[config.mk]
export PLATFORM = sky130hd
export DESIGN_NAME = dm_arbiter
export DESIGN_NICKNAME = d
export VERILOG_FILES = /design/src/rtl/dm_arbiter.sv
export SDC_FILE = /design/constraint.sdc
export NUM_CORES = 1
export LEC_CHECK = 0
export BUFFER_PORTS_ARGS = -buffer_cell sky130_fd_sc_hd__buf_2
export CAP_MARGIN = 5
export CELL_PAD_IN_SITES_DETAIL_PLACEMENT = 2
export CELL_PAD_IN_SITES_GLOBAL_PLACEMENT = 2
export CORE_UTILIZATION = 30
export CTS_BUF_LIST = sky130_fd_sc_hd__clkbuf_4
export CTS_CLUSTER_SIZE = 28
export DETAILED_ROUTE_END_ITERATION = 8
export GPL_ROUTABILITY_DRIVEN = 1
export PLACE_DENSITY = 0.95
export SLEW_MARGIN = 20
export SYNTH_ARGS = -nofsm -noshare
export SYNTH_HDL_FRONTEND = slang
export SYNTH_SLANG_ARGS = --single-unit
[constraint.sdc]
create_clock -name CLK -period 3.7 [get_ports CLK]
set_input_delay 1.11 -clock CLK [delete_from_list [all_inputs] [get_ports CLK]]
set_output_delay 1.11 -clock CLK [all_outputs]
set_load 0.005 [all_outputs]
[src/rtl/dm_arbiter.sv]
// dm_arbiter: two-port round-robin arbiter and access sequencer for the
// single-port data memory. Serialises one access at a time through
// IDLE -> ISSUE -> (WAIT) -> RESP and returns load data after LAT cycles.
module dm_arbiter #(
   parameter int unsigned AW  = 32,
   parameter int unsigned DW  = 32,
   parameter int unsigned LAT = 0
) (
   input  logic          CLK,
   input  logic          RST,
   input  logic          m0_req,
   input  logic          m0_we,
   input  logic [AW-1:0] m0_adr,
   input  logic [DW-1:0] m0_wdata,
   output logic          m0_gnt,
   output logic          m0_rvalid,
   output logic [DW-1:0] m0_rdata,
   input  logic          m1_req,
   input  logic          m1_we,
   input  logic [AW-1:0] m1_adr,
   input  logic [DW-1:0] m1_wdata,
   output logic          m1_gnt,
   output logic          m1_rvalid,
   output logic [DW-1:0] m1_rdata,
   output logic          dm_we,
   output logic [AW-1:0] dm_adr,
   output logic [DW-1:0] dm_wdata,
   input  logic [DW-1:0] dm_rdata
);

   localparam int unsigned CW = 2;
   localparam logic [CW-1:0] LAT_M1 = CW'((LAT > 0) ? LAT - 1 : 0);

   typedef enum logic [1:0] {IDLE, ISSUE, WAIT, RESP} state_t;

   state_t        state;
   logic          rr_ptr;
   logic          owner;
   logic          req_we;
   logic [CW-1:0] cnt;
   logic          sel_c;

   // winner: the sole requester, or the port the pointer favours on a tie
   assign sel_c = m1_req & (~m0_req | rr_ptr);

   // sequencer: state, arbitration pointer and all registered outputs
   always_ff @(posedge CLK or negedge RST) begin
      if (!RST) begin
         state     <= IDLE;
         rr_ptr    <= 1'b0;
         owner     <= 1'b0;
         req_we    <= 1'b0;
         cnt       <= '0;
         m0_gnt    <= 1'b0;
         m1_gnt    <= 1'b0;
         m0_rvalid <= 1'b0;
         m1_rvalid <= 1'b0;
         m0_rdata  <= '0;
         m1_rdata  <= '0;
         dm_we     <= 1'b0;
         dm_adr    <= '0;
         dm_wdata  <= '0;
      end else begin
         m0_gnt    <= 1'b0;
         m1_gnt    <= 1'b0;
         m0_rvalid <= 1'b0;
         m1_rvalid <= 1'b0;
         dm_we     <= 1'b0;
         dm_wdata  <= '0;
         case (state)
            IDLE: begin
               if (m0_req | m1_req) begin
                  owner    <= sel_c;
                  rr_ptr   <= ~sel_c;
                  req_we   <= sel_c ? m1_we : m0_we;
                  dm_we    <= sel_c ? m1_we : m0_we;
                  dm_adr   <= sel_c ? m1_adr : m0_adr;
                  dm_wdata <= sel_c ? m1_wdata : m0_wdata;
                  m0_gnt   <= ~sel_c;
                  m1_gnt   <= sel_c;
                  state    <= ISSUE;
               end
            end
            ISSUE: begin
               if (req_we) begin
                  dm_adr <= '0;
                  state  <= IDLE;
               end else if (LAT == 0) begin
                  dm_adr <= '0;
                  state  <= RESP;
                  if (owner) begin
                     m1_rvalid <= 1'b1;
                     m1_rdata  <= dm_rdata;
                  end else begin
                     m0_rvalid <= 1'b1;
                     m0_rdata  <= dm_rdata;
                  end
               end else begin
                  cnt   <= LAT_M1;
                  state <= WAIT;
               end
            end
            WAIT: begin
               if (cnt == '0) begin
                  dm_adr <= '0;
                  state  <= RESP;
                  if (owner) begin
                     m1_rvalid <= 1'b1;
                     m1_rdata  <= dm_rdata;
                  end else begin
                     m0_rvalid <= 1'b1;
                     m0_rdata  <= dm_rdata;
                  end
               end else begin
                  cnt <= cnt - 1'b1;
               end
            end
            RESP: begin
               state <= IDLE;
            end
            default: begin
               state <= IDLE;
            end
         endcase
      end
   end

endmodule

==> metrics.txt <==
# TYPE chip_impl_metric gauge
chip_impl_info{name="run_status",value="finished clean"} 1
chip_impl_metric{name="drv_slew",unit=""} 0
chip_impl_metric{name="cts_buffers",unit=""} 17
chip_impl_metric{name="total_switching_power",unit="mW"} 2.41
chip_impl_metric{name="die_height",unit="microns"} 141
chip_impl_metric{name="post-place-cells",unit=""} 1005
chip_impl_metric{name="synth_async_reset_ratio",unit=""} 1.00
chip_impl_metric{name="clkTransAtPathRegs",unit="ns"} 0.13
chip_impl_info{name="min-delay-path-class",value="register to register"} 1
chip_impl_metric{name="max_slew_margin",unit=""} 0.577
chip_impl_metric{name="cts_resized",unit=""} 0
chip_impl_metric{name="coreArea",unit="sq um"} 18800
chip_impl_metric{name="vdd.ir_drop.worst",unit="V"} 0.000319
chip_impl_metric{name="timing.critical_path.fanout_max",unit=""} 2
chip_impl_metric{name="io_buffer_count",unit=""} 298
chip_impl_metric{name="timing.clock.skew",unit="ns"} 0.0241
chip_impl_metric{name="power.static_leakage",unit="nW"} 4.12
chip_impl_metric{name="routabilityCongestion",unit=""} 0.733
chip_impl_metric{name="antenna_violations_before_repair",unit=""} 2
chip_impl_metric{name="postSynthCellCount",unit=""} 464
chip_impl_info{name="endpoint_kind",value="output port"} 1
chip_impl_metric{name="top_achievable_clock_speed",unit="GHz"} 0.449
chip_impl_metric{name="global_route.usage.total",unit=""} 0.197
chip_impl_metric{name="critPathArrivalTime",unit="ns"} 1.12
chip_impl_metric{name="wl",unit="microns"} 18800
chip_impl_metric{name="switching_share",unit=""} 0.393
chip_impl_metric{name="globalRoute.totalOverflow",unit=""} 0
chip_impl_metric{name="mappedNetlistArea",unit="sq um"} 5800
chip_impl_info{name="synth_top_cells_by_area",value="sky130_fd_sc_hd__dfrtp_1 60%, sky130_fd_sc_hd__mux2_1 12%, sky130_fd_sc_hd__nand2_1 6.4%"} 1
chip_impl_info{name="grt_setup_unrepaired",value="false"} 1
chip_impl_metric{name="grt_pass1_wl",unit="microns"} 29700
chip_impl_metric{name="multi_input_area",unit="sq um"} 2110
chip_impl_metric{name="yosys.cell_types.count",unit=""} 30
chip_impl_metric{name="clockPowerShare",unit=""} 0.163
chip_impl_metric{name="layout-drive-gt1-share",unit=""} 0.492
chip_impl_metric{name="final_cell_area_excluding_filler_cells",unit="sq um"} 7840
chip_impl_info{name="setup.worst_path.start_class",value="register"} 1
chip_impl_info{name="clockRootBuffer",value="sky130_fd_sc_hd__clkbuf_4"} 1
chip_impl_info{name="crit_path_start",value="dm_adr[10]"} 1
chip_impl_metric{name="fin_tns_setup",unit="ns"} 0
chip_impl_metric{name="initial_core_util",unit=""} 0.308
chip_impl_metric{name="cap_violations",unit=""} 0
chip_impl_metric{name="power.share.sequential",unit=""} 0.401
chip_impl_info{name="worst_path_top_cell_family_by_delay",value="flip-flops"} 1
chip_impl_metric{name="seqCellArea",unit="sq um"} 3500
chip_impl_metric{name="fin_crit",unit="ns"} 2.23
chip_impl_metric{name="power.total",unit="mW"} 6.13
chip_impl_metric{name="finalHoldViolCount",unit=""} 0
chip_impl_info{name="r2r-start",value="state[0]"} 1
chip_impl_metric{name="drt_drc_violations_left",unit=""} 0
chip_impl_metric{name="clkLatencyLatePin",unit="ns"} 0.54
chip_impl_metric{name="max-clock-path-buffers",unit=""} 2
chip_impl_metric{name="number_of_global_route_vias_before_repair",unit=""} 5495
chip_impl_metric{name="h-tree-depth",unit=""} 4
chip_impl_metric{name="drt_iter0_drc",unit=""} 106
chip_impl_metric{name="num_vias",unit=""} 4759
chip_impl_metric{name="worst-slew-pin-transition",unit="ns"} 0.635
chip_impl_metric{name="die_area",unit="sq um"} 19900
chip_impl_metric{name="share_of_the_synthesized_area_in_the_top_cell_type",unit=""} 0.604
chip_impl_metric{name="area_delta_synth_final",unit="%"} 35.3
chip_impl_metric{name="critical_path.n_buffers_inverters",unit=""} 1
chip_impl_metric{name="boundaryPins",unit=""} 299
chip_impl_metric{name="fp-row-count",unit=""} 50
chip_impl_metric{name="endpoint_required_time_on_the_critical_path",unit="ns"} 2.59
chip_impl_metric{name="drt_pass1_iterations",unit=""} 3
chip_impl_metric{name="post_drt_via_cell_ratio",unit=""} 4.58
chip_impl_metric{name="filler_cell_count",unit=""} 2048
chip_impl_metric{name="synthesis.area_per_instance",unit="sq um"} 12.5
chip_impl_metric{name="drt.antenna.violating_nets",unit=""} 0
chip_impl_info{name="synth-main-ff-cell",value="sky130_fd_sc_hd__dfrtp_1"} 1
chip_impl_metric{name="post_cts_buffers",unit=""} 0
chip_impl_info{name="synth_top_cells_by_count",value="140 x sky130_fd_sc_hd__dfrtp_1, 99 x sky130_fd_sc_hd__nand2_1, 60 x sky130_fd_sc_hd__mux2_1"} 1
chip_impl_metric{name="synthesized_netlist_net_count",unit=""} 634
chip_impl_metric{name="pwr-share-comb",unit=""} 0.436
chip_impl_metric{name="cts_hold_buf",unit=""} 0
chip_impl_metric{name="synth-edff-count",unit=""} 0
chip_impl_metric{name="placement.cell_area",unit="sq um"} 7550
chip_impl_metric{name="synth_seq_cells",unit=""} 140
chip_impl_metric{name="power.density_cell_area",unit="nW/um^2"} 782
chip_impl_metric{name="post_drt_wl_per_cell",unit="microns"} 18.1
chip_impl_metric{name="synth.yosys.warnings",unit=""} 0
chip_impl_metric{name="ys_seq_area_frac",unit=""} 0.604
chip_impl_metric{name="worst_path_largest_cell_delay",unit="ns"} 0.44
chip_impl_info{name="worstSetupPathType",value="register to output port"} 1
chip_impl_metric{name="hpwlAfterDp",unit="microns"} 14300
chip_impl_metric{name="tritoncts_num_sinks",unit=""} 140
chip_impl_metric{name="grt_max_degree",unit=""} 67
chip_impl_info{name="cells_along_the_critical_path",value="buf_2"} 1
chip_impl_info{name="min_delay_startpoint",value="dm_adr[15]"} 1
chip_impl_metric{name="final_min_period_over_clock_period",unit=""} 0.602
chip_impl_info{name="most_repeated_cell_in_the_gate_level_netlist_after_synthesis",value="sky130_fd_sc_hd__dfrtp_1"} 1
chip_impl_info{name="critPathSlowestCell",value="sky130_fd_sc_hd__dfrtp_1"} 1
chip_impl_info{name="cts_tree",value="built"} 1
chip_impl_metric{name="worst_hold_slack",unit="ns"} 0.494
chip_impl_metric{name="cell_internal_pwr",unit="mW"} 3.72
chip_impl_metric{name="fp.dieW",unit="microns"} 141
chip_impl_metric{name="setup-violations-final",unit=""} 0
chip_impl_metric{name="design.final.nets",unit=""} 934
chip_impl_info{name="netlist.top_cell.by_area",value="sky130_fd_sc_hd__dfrtp_1"} 1
chip_impl_metric{name="stdcell_count",unit=""} 1039
cell families after synthesis:
family	after synthesis	synth area share
mux	98	0.183
simple gates	113	0.0788
fa+ha+maj	4	0.00863
xor+xnor	1	0.00151
compound gates	76	0.0883
flops	140	0.604
buf+inv	32	0.0352
final cells by class:
class,instances,area share
Clock buffer,17,0.0163
Timing Repair Buffer,307,0.203
Sequential cell,140,0.447
Multi-Input combinational cell,292,0.269
Inverter,6,0.00287
Antenna cell,2,0.000638
Tap cell,260,0.0415
Clock inverter,15,0.0198
sequential cells by signal (all words and copies together) (netlist names):
name,count
m0_rvalid,1
m1_rdata,32
dm_wdata,32
cnt,2
m0_rdata,32
req_we,1
m0_gnt,1
m1_gnt,1
dm_we,1
owner,1
rr_ptr,1
state,2
dm_adr,32
m1_rvalid,1
power groups by stage:
stage	Combinational [mW]	Sequential, mW	Clock [mW]
final	2.67	2.46	1.00
after global routing	2.96	2.54	1.10
after CTS	2.77	2.47	1.06
after floorplan	1.64	2.52	0
after detailed placement	2.77	2.51	0
after global placement	2.58	2.45	0
cells in the final DEF (no fill, tap or decap):
master | synthesis | layout
sky130_fd_sc_hd__buf_6 | 0 | 1
sky130_fd_sc_hd__inv_1 | 6 | 6
sky130_fd_sc_hd__nor2_1 | 4 | 4
sky130_fd_sc_hd__o21ai_2 | 30 | 31
sky130_fd_sc_hd__clkinvlp_4 | 0 | 4
sky130_fd_sc_hd__nor2b_1 | 2 | 2
sky130_fd_sc_hd__a21oi_1 | 35 | 35
sky130_fd_sc_hd__inv_6 | 0 | 3
sky130_fd_sc_hd__diode_2 | 0 | 2
sky130_fd_sc_hd__o21ai_1 | 4 | 3
sky130_fd_sc_hd__o211ai_1 | 1 | 1
sky130_fd_sc_hd__o211ai_2 | 1 | 1
sky130_fd_sc_hd__nand3_1 | 2 | 1
sky130_fd_sc_hd__nor4_1 | 1 | 1
sky130_fd_sc_hd__xnor2_1 | 1 | 1
sky130_fd_sc_hd__clkinv_4 | 0 | 4
sky130_fd_sc_hd__buf_2 | 13 | 297
sky130_fd_sc_hd__a21oi_2 | 1 | 1
sky130_fd_sc_hd__bufinv_16 | 0 | 1
sky130_fd_sc_hd__a21o_1 | 1 | 1
sky130_fd_sc_hd__inv_8 | 0 | 3
sky130_fd_sc_hd__a21boi_2 | 0 | 1
sky130_fd_sc_hd__nor3b_1 | 1 | 1
sky130_fd_sc_hd__ha_1 | 4 | 4
sky130_fd_sc_hd__nand3_2 | 0 | 1
sky130_fd_sc_hd__mux2i_1 | 33 | 33
sky130_fd_sc_hd__or3b_4 | 1 | 1
sky130_fd_sc_hd__buf_12 | 3 | 2
sky130_fd_sc_hd__clkbuf_4 | 0 | 17
sky130_fd_sc_hd__nand2_1 | 99 | 99
sky130_fd_sc_hd__nand3b_1 | 1 | 1
sky130_fd_sc_hd__o21ai_4 | 0 | 1
sky130_fd_sc_hd__nand2b_1 | 1 | 1
sky130_fd_sc_hd__or2_4 | 1 | 1
sky130_fd_sc_hd__dfrtp_1 | 140 | 140
sky130_fd_sc_hd__mux2_1 | 60 | 60
sky130_fd_sc_hd__mux2_2 | 5 | 5
sky130_fd_sc_hd__buf_4 | 5 | 7
sky130_fd_sc_hd__o21ai_0 | 2 | 1
per-layer routing:
layer  track usage  vias to the layer above  part of all wire
li1              -                     2191                 -
met1         0.218                     2370              0.38
met2         0.361                      171              0.54
met3        0.0493                       27             0.053
met4        0.0744                        0             0.022
met5             0                        -                 0
path summary, 6_finish.rpt:
path	end	slack [ns]	cells after the start
setup / recovery	dm_adr[10]	1.47	1
hold reg to reg	dm_adr[15]	0.49	2
max in group asynchronous	dm_wdata[30]	2.23	3
hold / removal	dm_adr[15]	0.49	2
min in group asynchronous	dm_wdata[14]	0.55	1
setup reg to reg	dm_adr[2]	1.50	6
metrics by stage:
stage / util / setup WS [ns]
final: 0.416 / 1.47
after global placement: 0.401 / 1.11
after floorplan: - / 1.55
after global routing: 0.416 / 1.33
after detailed placement: 0.401 / 1.04
after CTS: 0.416 / 1.38
Note: power is estimated with default switching activity, not from simulation.
